[config.mk]
export PLATFORM = sky130hd
export DESIGN_NAME = turbo_out_arbiter
export DESIGN_NICKNAME = d
export VERILOG_FILES = /design/src/rtl/turbo_arb_pkg.sv /design/src/rtl/turbo_rr_pick.sv /design/src/rtl/turbo_out_arbiter.sv
export SDC_FILE = /design/constraint.sdc
export NUM_CORES = 1
export LEC_CHECK = 0
export ABC_AREA = 1
export CAP_MARGIN = 20
export CORE_ASPECT_RATIO = 0.9
export CORE_MARGIN = 2
export CORE_UTILIZATION = 30
export DETAILED_ROUTE_END_ITERATION = 10
export PLACE_DENSITY = 0.57
export SETUP_SLACK_MARGIN = 0.02
export SLEW_MARGIN = 10
export SYNTH_ARGS = -nofsm -noshare
export SYNTH_HDL_FRONTEND = slang
export SYNTH_SLANG_ARGS = --single-unit
[constraint.sdc]
create_clock -name clk -period 2.7 [get_ports clk]
set_input_delay 0.54 -clock clk [delete_from_list [all_inputs] [get_ports clk]]
set_output_delay 0.54 -clock clk [all_outputs]
set_load 0.1 [all_outputs]
[src/rtl/turbo_arb_pkg.sv]
// Shared types, default sizes and the lane-slice helper for the turbo output arbiter.
// Used by turbo_out_arbiter and turbo_rr_pick.
package turbo_arb_pkg;

    localparam int TURBO_NUM_DEF    = 4;
    localparam int TURBO_DATA_W_DEF = 8;
    localparam int TURBO_CHAN_W     = 4;

    // The helper works on a wide carrier so that any lane width up to LANE_MAX_W
    // and any bus up to BUS_MAX_W can share one function.
    localparam int LANE_MAX_W = 64;
    localparam int BUS_MAX_W  = 1024;

    typedef enum logic [0:0] {
        IDLE = 1'b0,
        BUSY = 1'b1
    } arb_state_e;

    function automatic logic [LANE_MAX_W-1:0] lane_slice(
        input logic [BUS_MAX_W-1:0] bus,
        input int unsigned          lane_w,
        input int unsigned          idx
    );
        logic [LANE_MAX_W-1:0] mask;
        mask = (LANE_MAX_W'(1) << lane_w) - LANE_MAX_W'(1);
        return LANE_MAX_W'(bus >> (lane_w * idx)) & mask;
    endfunction

endpackage

[src/rtl/turbo_rr_pick.sv]
// Combinational rotating-priority picker: first set bit of req at or after ptr, wrapping mod N.
// Shared with the input-side distributor.
module turbo_rr_pick #(
    parameter int N = 4,
    parameter int W = 4
) (
    input  logic [N-1:0] req,
    input  logic [W-1:0] ptr,
    output logic         found,
    output logic [W-1:0] idx
);

    logic [N-1:0] rot;
    int unsigned  sum;

    always_comb begin
        found = 1'b0;
        idx   = '0;
        sum   = 0;
        // rot[k] is the request of channel (ptr + k) mod N
        rot   = N'({req, req} >> ptr);
        for (int k = 0; k < N; k++) begin
            if (!found && rot[k]) begin
                found = 1'b1;
                sum   = 32'(ptr) + 32'(k);
                if (sum >= 32'(N)) begin
                    sum = sum - 32'(N);
                end
                idx = W'(sum);
            end
        end
    end

endmodule

[src/rtl/turbo_out_arbiter.sv]
// Packet-atomic round-robin merge of NUM_TURBO decoder output streams, tagged with channel index.
// Optional per-channel packet / CRC-fail counters when TURBO_ARB_STATS_EN is defined.
//
//  state | meaning
//  ------+---------------------------------------------------------------
//  IDLE  | search for a channel presenting sop, starting at rr_ptr
//  BUSY  | forward beats of the granted channel until its eop is accepted
module turbo_out_arbiter
    import turbo_arb_pkg::*;
#(
    parameter int NUM_TURBO = TURBO_NUM_DEF,
    parameter int DATA_W    = TURBO_DATA_W_DEF,
    parameter int CHAN_W    = TURBO_CHAN_W
) (
    input  logic                        clk,
    input  logic                        reset_n,
    input  logic [NUM_TURBO-1:0]        src_valid,
    output logic [NUM_TURBO-1:0]        src_ready,
    input  logic [NUM_TURBO-1:0]        src_sop,
    input  logic [NUM_TURBO-1:0]        src_eop,
    input  logic [2*NUM_TURBO-1:0]      src_error,
    input  logic [NUM_TURBO-1:0]        src_crc_pass,
    input  logic [DATA_W*NUM_TURBO-1:0] src_data,
    output logic                        out_valid,
    input  logic                        out_ready,
    output logic                        out_sop,
    output logic                        out_eop,
    output logic [1:0]                  out_error,
    output logic                        out_crc_pass,
    output logic [DATA_W-1:0]           out_data,
    output logic [CHAN_W-1:0]           out_chan,
`ifdef TURBO_ARB_STATS_EN
    output logic [16*NUM_TURBO-1:0]     pkt_cnt,
    output logic [16*NUM_TURBO-1:0]     crc_fail_cnt,
`endif
    output logic                        proto_err
);

    localparam logic [0:0] ST_IDLE = IDLE;
    localparam logic [0:0] ST_BUSY = BUSY;

    logic [0:0]           state;
    logic [CHAN_W-1:0]    grant;
    logic [CHAN_W-1:0]    rr_ptr;
    logic [CHAN_W-1:0]    next_ptr;
    logic                 first_beat;

    logic [NUM_TURBO-1:0] grant_oh;
    logic [NUM_TURBO-1:0] sop_req;
    logic                 pick_found;
    logic [CHAN_W-1:0]    pick_idx;

    logic                 load_en;
    logic                 beat_acc;
    logic                 g_valid;
    logic                 g_sop;
    logic                 g_eop;
    logic                 g_crc;
    logic [1:0]           g_err;
    logic [DATA_W-1:0]    g_data;

    always_comb begin
        grant_oh = '0;
        for (int i = 0; i < NUM_TURBO; i++) begin
            grant_oh[i] = (grant == CHAN_W'(i));
        end
    end

    assign sop_req  = src_valid & src_sop;
    assign load_en  = !out_valid || out_ready;

    assign g_valid  = |(src_valid & grant_oh);
    assign g_sop    = |(src_sop & grant_oh);
    assign g_eop    = |(src_eop & grant_oh);
    assign g_crc    = |(src_crc_pass & grant_oh);
    assign g_err    = 2'(lane_slice(BUS_MAX_W'(src_error), 2, 32'(grant)));
    assign g_data   = DATA_W'(lane_slice(BUS_MAX_W'(src_data), DATA_W, 32'(grant)));

    assign src_ready = ((state == ST_BUSY) && load_en) ? grant_oh : '0;
    assign beat_acc  = (state == ST_BUSY) && load_en && g_valid;

    assign next_ptr = (grant == CHAN_W'(NUM_TURBO - 1)) ? '0 : grant + CHAN_W'(1);

    turbo_rr_pick #(
        .N (NUM_TURBO),
        .W (CHAN_W)
    ) u_pick (
        .req   (sop_req),
        .ptr   (rr_ptr),
        .found (pick_found),
        .idx   (pick_idx)
    );

    always_ff @(posedge clk or negedge reset_n) begin
        if (!reset_n) begin
            state      <= ST_IDLE;
            grant      <= '0;
            rr_ptr     <= '0;
            first_beat <= 1'b0;
            proto_err  <= 1'b0;
        end else begin
            case (state)
                ST_IDLE: begin
                    // A mid-packet beat offered while idle is never granted; flag it and move on.
                    if (|(src_valid & ~src_sop)) begin
                        proto_err <= 1'b1;
                    end
                    if (pick_found) begin
                        grant      <= pick_idx;
                        first_beat <= 1'b1;
                        state      <= ST_BUSY;
                    end
                end
                ST_BUSY: begin
                    if (beat_acc) begin
                        first_beat <= 1'b0;
                        if (g_sop && !first_beat) begin
                            proto_err <= 1'b1;
                        end
                        if (g_eop) begin
                            rr_ptr <= next_ptr;
                            state  <= ST_IDLE;
                        end
                    end
                end
                default: state <= ST_IDLE;
            endcase
        end
    end

    // Single output register; sideband fields travel with the data and hold under backpressure.
    always_ff @(posedge clk or negedge reset_n) begin
        if (!reset_n) begin
            out_valid    <= 1'b0;
            out_sop      <= 1'b0;
            out_eop      <= 1'b0;
            out_error    <= '0;
            out_crc_pass <= 1'b0;
            out_data     <= '0;
            out_chan     <= '0;
        end else if (load_en) begin
            out_valid <= beat_acc;
            if (beat_acc) begin
                out_sop      <= g_sop;
                out_eop      <= g_eop;
                out_error    <= g_err;
                out_crc_pass <= g_crc;
                out_data     <= g_data;
                out_chan     <= grant;
            end
        end
    end

`ifdef TURBO_ARB_STATS_EN
    logic [15:0] pkt_cnt_r      [NUM_TURBO];
    logic [15:0] crc_fail_cnt_r [NUM_TURBO];

    always_ff @(posedge clk or negedge reset_n) begin
        if (!reset_n) begin
            for (int i = 0; i < NUM_TURBO; i++) begin
                pkt_cnt_r[i]      <= '0;
                crc_fail_cnt_r[i] <= '0;
            end
        end else if (beat_acc && g_eop) begin
            for (int i = 0; i < NUM_TURBO; i++) begin
                if (grant_oh[i]) begin
                    pkt_cnt_r[i] <= pkt_cnt_r[i] + 16'd1;
                    if (!g_crc) begin
                        crc_fail_cnt_r[i] <= crc_fail_cnt_r[i] + 16'd1;
                    end
                end
            end
        end
    end

    for (genvar gi = 0; gi < NUM_TURBO; gi++) begin : g_stats
        assign pkt_cnt[16*gi +: 16]      = pkt_cnt_r[gi];
        assign crc_fail_cnt[16*gi +: 16] = crc_fail_cnt_r[gi];
    end
`endif

endmodule

# [After elaboration in Yosys (flattened, before gate mapping)]
# Index checks and enable logic that the tools add are counted.
# Widths: inputs -> output; s select.
[totals] in_bits=59 reg_bits=29
[classes] n_lt_le_gt_ge=4 n_mux=25 n_addsub=8 shift=3 eq_ne=7 bitwise=8 n_reduce_logical=23
[op_table] cell="$mux 4" n=10
[op_table] cell="$shr 32x7->8" n=1
[op_table] cell="$and 4x4->4" n=6
[op_table] cell="$reduce_or 4->1" n=5
[op_table] cell="$sub 4x3->4 const B" n=4
[op_table] cell="$ge 5x3->1 const B" n=3
[op_table] cell="$mux 1" n=12
[op_table] cell="$add 4x2->5 const B" n=2
[op_table] cell="$eq 4x2->1 const B" n=2
[op_table] cell="$shr 8x4->4" n=1
[op_table] cell="$shr 8x5->2" n=1
[op_table] cell="$logic_and 1x1->1" n=6
[op_table] cell="$pmux 1 s2" n=3
[op_table] cell="$reduce_and 2->1" n=3
[op_table] cell="$reduce_and 3->1" n=2
[op_table] cell="$add 4x1->5 const B" n=1
[op_table] cell="$logic_not 1->1" n=5
[op_table] cell="$add 4x1->4 const B" n=1
[op_table] cell="$eq 4x1->1 const B" n=1
[op_table] cell="$ge 4x3->1 const B" n=1
[op_table] cell="$logic_not 4->1" n=1
[op_table] cell="$ne 2x1->1 const B" n=2
[op_table] cell="$ne 2x2->1 const B" n=2
[op_table] cell="$not 4->4" n=1
[op_table] cell="other kinds (2)" n=2

# [Logic depth before layout (Yosys ltp)]
[depth] word_depth=14 mapped_depth=18 depth_no_buf=18

# [Modules after synthesis]
# Synthesis repeated with hierarchy kept, for this count alone.
[unflattened] cells_unflattened=362 hier_area_um2=2394.8
[by_module_without_submodules] mod="turbo_out_arbiter" area_each_um2=1729.2 n_inst=1 seq_area_each_um2=725.7 cells_each=243
[by_module_without_submodules] mod="turbo_rr_pick" area_each_um2=665.6 n_inst=1 seq_area_each_um2=0.0 cells_each=119

# [Worst setup path before layout]
# OpenSTA, ideal clock, no wires.
[synth_timing] kind="flip-flop to output port" start="reg grant[0]" end="out src_ready[2]" stages_incl_launch_ff=6 arrival_time_ns=2.355 n_path_buf=1 path_slack_ns=-0.195 cell_sequence="dfrtp_1 > inv_1 > clkbuf_1 > ha_1 > nand2_1 > nor2_1"
[synth_via] elab_chain_len=2
[synth_lines] element="from (decl)" line="turbo_out_arbiter.sv:43" source="logic [CHAN_W-1:0] grant;"
[synth_lines] element="from (signal assigned)" line="turbo_out_arbiter.sv:109" source="grant <= pick_idx;"
[synth_lines] element="$eq 4x2->1" line="turbo_out_arbiter.sv:65" source="grant_oh[i] = (grant == CHAN_W'(i));"
[synth_lines] element="$mux 4" line="turbo_out_arbiter.sv:79" source="assign src_ready = ((state == ST_BUSY) && load_en) ? grant_oh : '0;"
[synth_lines] element="to (decl)" line="turbo_out_arbiter.sv:18" source="output logic [NUM_TURBO-1:0] src_ready,"
# Every way passes these cells.

# [Worst setup path in the final report]
[layout_timing] start="reg grant[1]" end="out src_ready[3]"
# Same word-level chain as after synthesis.

==> flow_summary.toml <==
[status]
outcome = "completed"

[synth]
syn_area_um2 = 2490
yosysTopAreaCell = "dfrtp_1"
ys_top_cells_by_area = "dfrtp_1, nand2_1, ha_1"
synth_cells = 363
synth_area_per_cell_um2 = 6.87
synth_top_area_share_pct = 29.1
syn-num-nets = 438
ys_seq_area_share_pct = 29.1
yosys_most_used_dff = "dfrtp_1"
synth_warnings = 0
synth-async-reset-ratio_pct = 100
synth_edf_count = 0
ys_seq_elements = 29
synthDistinctLibCells = 30

[hold_path]
hold_path_class = "flip-flop to flip-flop"
worstHoldPathCells = 1

[placement]
io_buffers = 81
post-place-cells = 540
place_ws_ns = 0.454
place_congestion = 0.799
place_hpwl_um = 5530

[setup_path]
cp.arrival_ns = 1.73
crit_path_end_kind = "primary output"
crit_buf_inv = 1
critPathTopFamily = "flip-flops"
path_depth = 4
r2r_slack_ns = 0.55
worstPathRequired_ns = 2.16
crit_fanout = 14
max_stage_delay_ns = 0.64
path_class = "flip-flop to primary output"
start_kind = "flip-flop"
crit_chain = "ha_1 -> nand2_1 -> nor2_1 -> buf_12"
reg2regPathDepth = 9
slowest_stage = "dfrtp_1"

[clocking]
clk_path_buf_depth = 2
cts_resized = 0
htree_num_levels = 2
path_clk_slew_ns = 0.06
cts.sinks = 29
post_cts_buffers = 0
clk_latency_ns = 0.28
cts_tree = "done"
cts-root-buf = "clkbuf_8"
cts_made_buffers = 5
holdBufCountCts = 0

[timing]
max_clock_freq_ghz = 0.441
slew_violations = 0
fin_crit_ns = 2.27
hold_viol = 0
final.period_utilization_pct = 84.0
rsz0062_at_grt = "no"
setup_viol = 0
fin_ws_ns = 0.433
clock_skew_ns = 0.00496
relSlewSlack_pct = 68.1
worst_pin_slew_ns = 0.474

[pwr]
power.total_mw = 4.65
powerDensity_nw_per_um2 = 1320
p_leak_nw = 1.81
peakVddDrop_mv = 0.366

[global_route]
track_usage_pct = 16.1
grt.overflow.total = 0
grt_max_degree = 30
grt_pass1_vias = 2451
grt_pass1_wl_um = 11900
antenna_found_initial = 0

[job]
cap_violations = 0

[layout]
multi_input_area_um2 = 1540
nets = 523
fillers = 839
fin_cells = 548
regArea_um2 = 726
area_growth_pct = 41.8
drive_gt1_share_pct = 18.3
num_antenna_cells = 0

[route]
finalWirelength_um = 7090
via_per_inst = 4.66
drt_iter0_markers = 72
drt_first_pass_iters = 4
dr_total_vias = 2552
wl_per_cell_um = 12.9
drtAntennaViolNets = 0
drc = 0

[die]
die_area_um2 = 9050
start_util_pct = 30.9
die_x_um = 100
io_pins = 82
fp-row-count = 31
die_h_um = 90.5
fp.coreArea_um2 = 8070
cells by family after synthesis:
family          share of synthesized area, %
flops                                   29.1
xor+xnor                               0.703
compound gates                          11.5
simple gates                            41.4
fa+ha+maj                               8.03
buf+inv                                 9.19
worst register-to-register path, delay by kind of cell (launching register included):
family / cells / cell delay [ns]
AOI/OAI and AO/OA: 2 / 0.38
DFF: 1 / 0.64
buffers and inverters: 1 / 0.18
and+or+nand+nor: 5 / 0.65
adders and majority gates: 1 / 0.24
cell usage after synthesis, types with 6 or more instances:
library cell,count
nand2_1,140
nand3_1,36
inv_1,33
dfrtp_1,29
nor2_1,22
ha_1,16
a21oi_1,13
o31ai_2,10
inv_2,7
o21ai_0,6
registers in the layout, indices dropped and copies added (netlist names), 2 cells and up:
register   cells
out_data       8
grant          4
out_chan       4
rr_ptr         4
out_error      2
path summary, 6_finish.rpt:
check                                      start                 endpoint
max in group asynchronous                reset_n    rr_ptr[1]$_DFFE_PN0P_
min in group asynchronous                reset_n  out_chan[0]$_DFFE_PN0P_
max reg2reg                 grant[1]$_DFFE_PN0P_    rr_ptr[0]$_DFFE_PN0P_
min reg2reg                proto_err$_DFFE_PN0P_    proto_err$_DFFE_PN0P_
min                        proto_err$_DFFE_PN0P_    proto_err$_DFFE_PN0P_
max                         grant[1]$_DFFE_PN0P_             src_ready[3]
through the flow:
| step | setup TNS (ns) | hold WS, ns | area [µm²] | util [%] |
|---|---|---|---|---|
| CTS | 0 | 0.478 | 3530 | 43.8 |
| global route | 0 | 0.522 | 3530 | 43.8 |
| global placement | 0 | 0.460 | 3430 | 42.6 |
| finish | 0 | 0.470 | 3530 | 43.8 |
| floorplan | -0.731 | 0.244 | 2490 | - |
| detailed placement | 0 | 0.460 | 3430 | 42.6 |
area by class of cell:
cell class	instances	share of cell area, %
inverters	42	4.60
repair buffers	90	25.0
flip-flops and latches	29	20.5
well taps	99	3.50
clock inverters	1	0.142
multi-input cells	280	43.5
clock buffers	7	2.73
where the power goes:
group | total, mW | internal, mW | switching [mW] | leakage, nW
registers | 0.773 | 0.603 | 0.170 | 0.366
clock network | 0.392 | 0.230 | 0.162 | 0.0542
logic | 3.49 | 1.06 | 2.43 | 1.39
total | 4.65 | 1.89 | 2.76 | 1.81
routing by layer:
layer	up-vias	GRT usage, %	part of all wire (%)
li1	1326	-	-
met1	1155	21.5	47
met2	60	26.4	47
met3	11	3.02	4.6
met4	0	4.45	1.8
met5	-	0	0
cells in the final DEF, fill, tap and decap left out, drive strengths merged:
| master | count |
|---|---|
| a21boi | 2 |
| a21oi | 14 |
| a221oi | 1 |
| buf | 32 |
| clkbuf | 7 |
| clkdlybuf4s50 | 58 |
| clkinv | 1 |
| dfrtp | 29 |
| ha | 16 |
| inv | 42 |
| nand2 | 145 |
| nand3 | 43 |
| nand3b | 1 |
| nand4 | 2 |
| nor2 | 30 |
| nor3 | 1 |
| o21ai | 9 |
| o22ai | 2 |
| o31ai | 10 |
| or2 | 1 |
| or2b | 1 |
| xor2 | 2 |
Power figures use the tool's default switching activity.
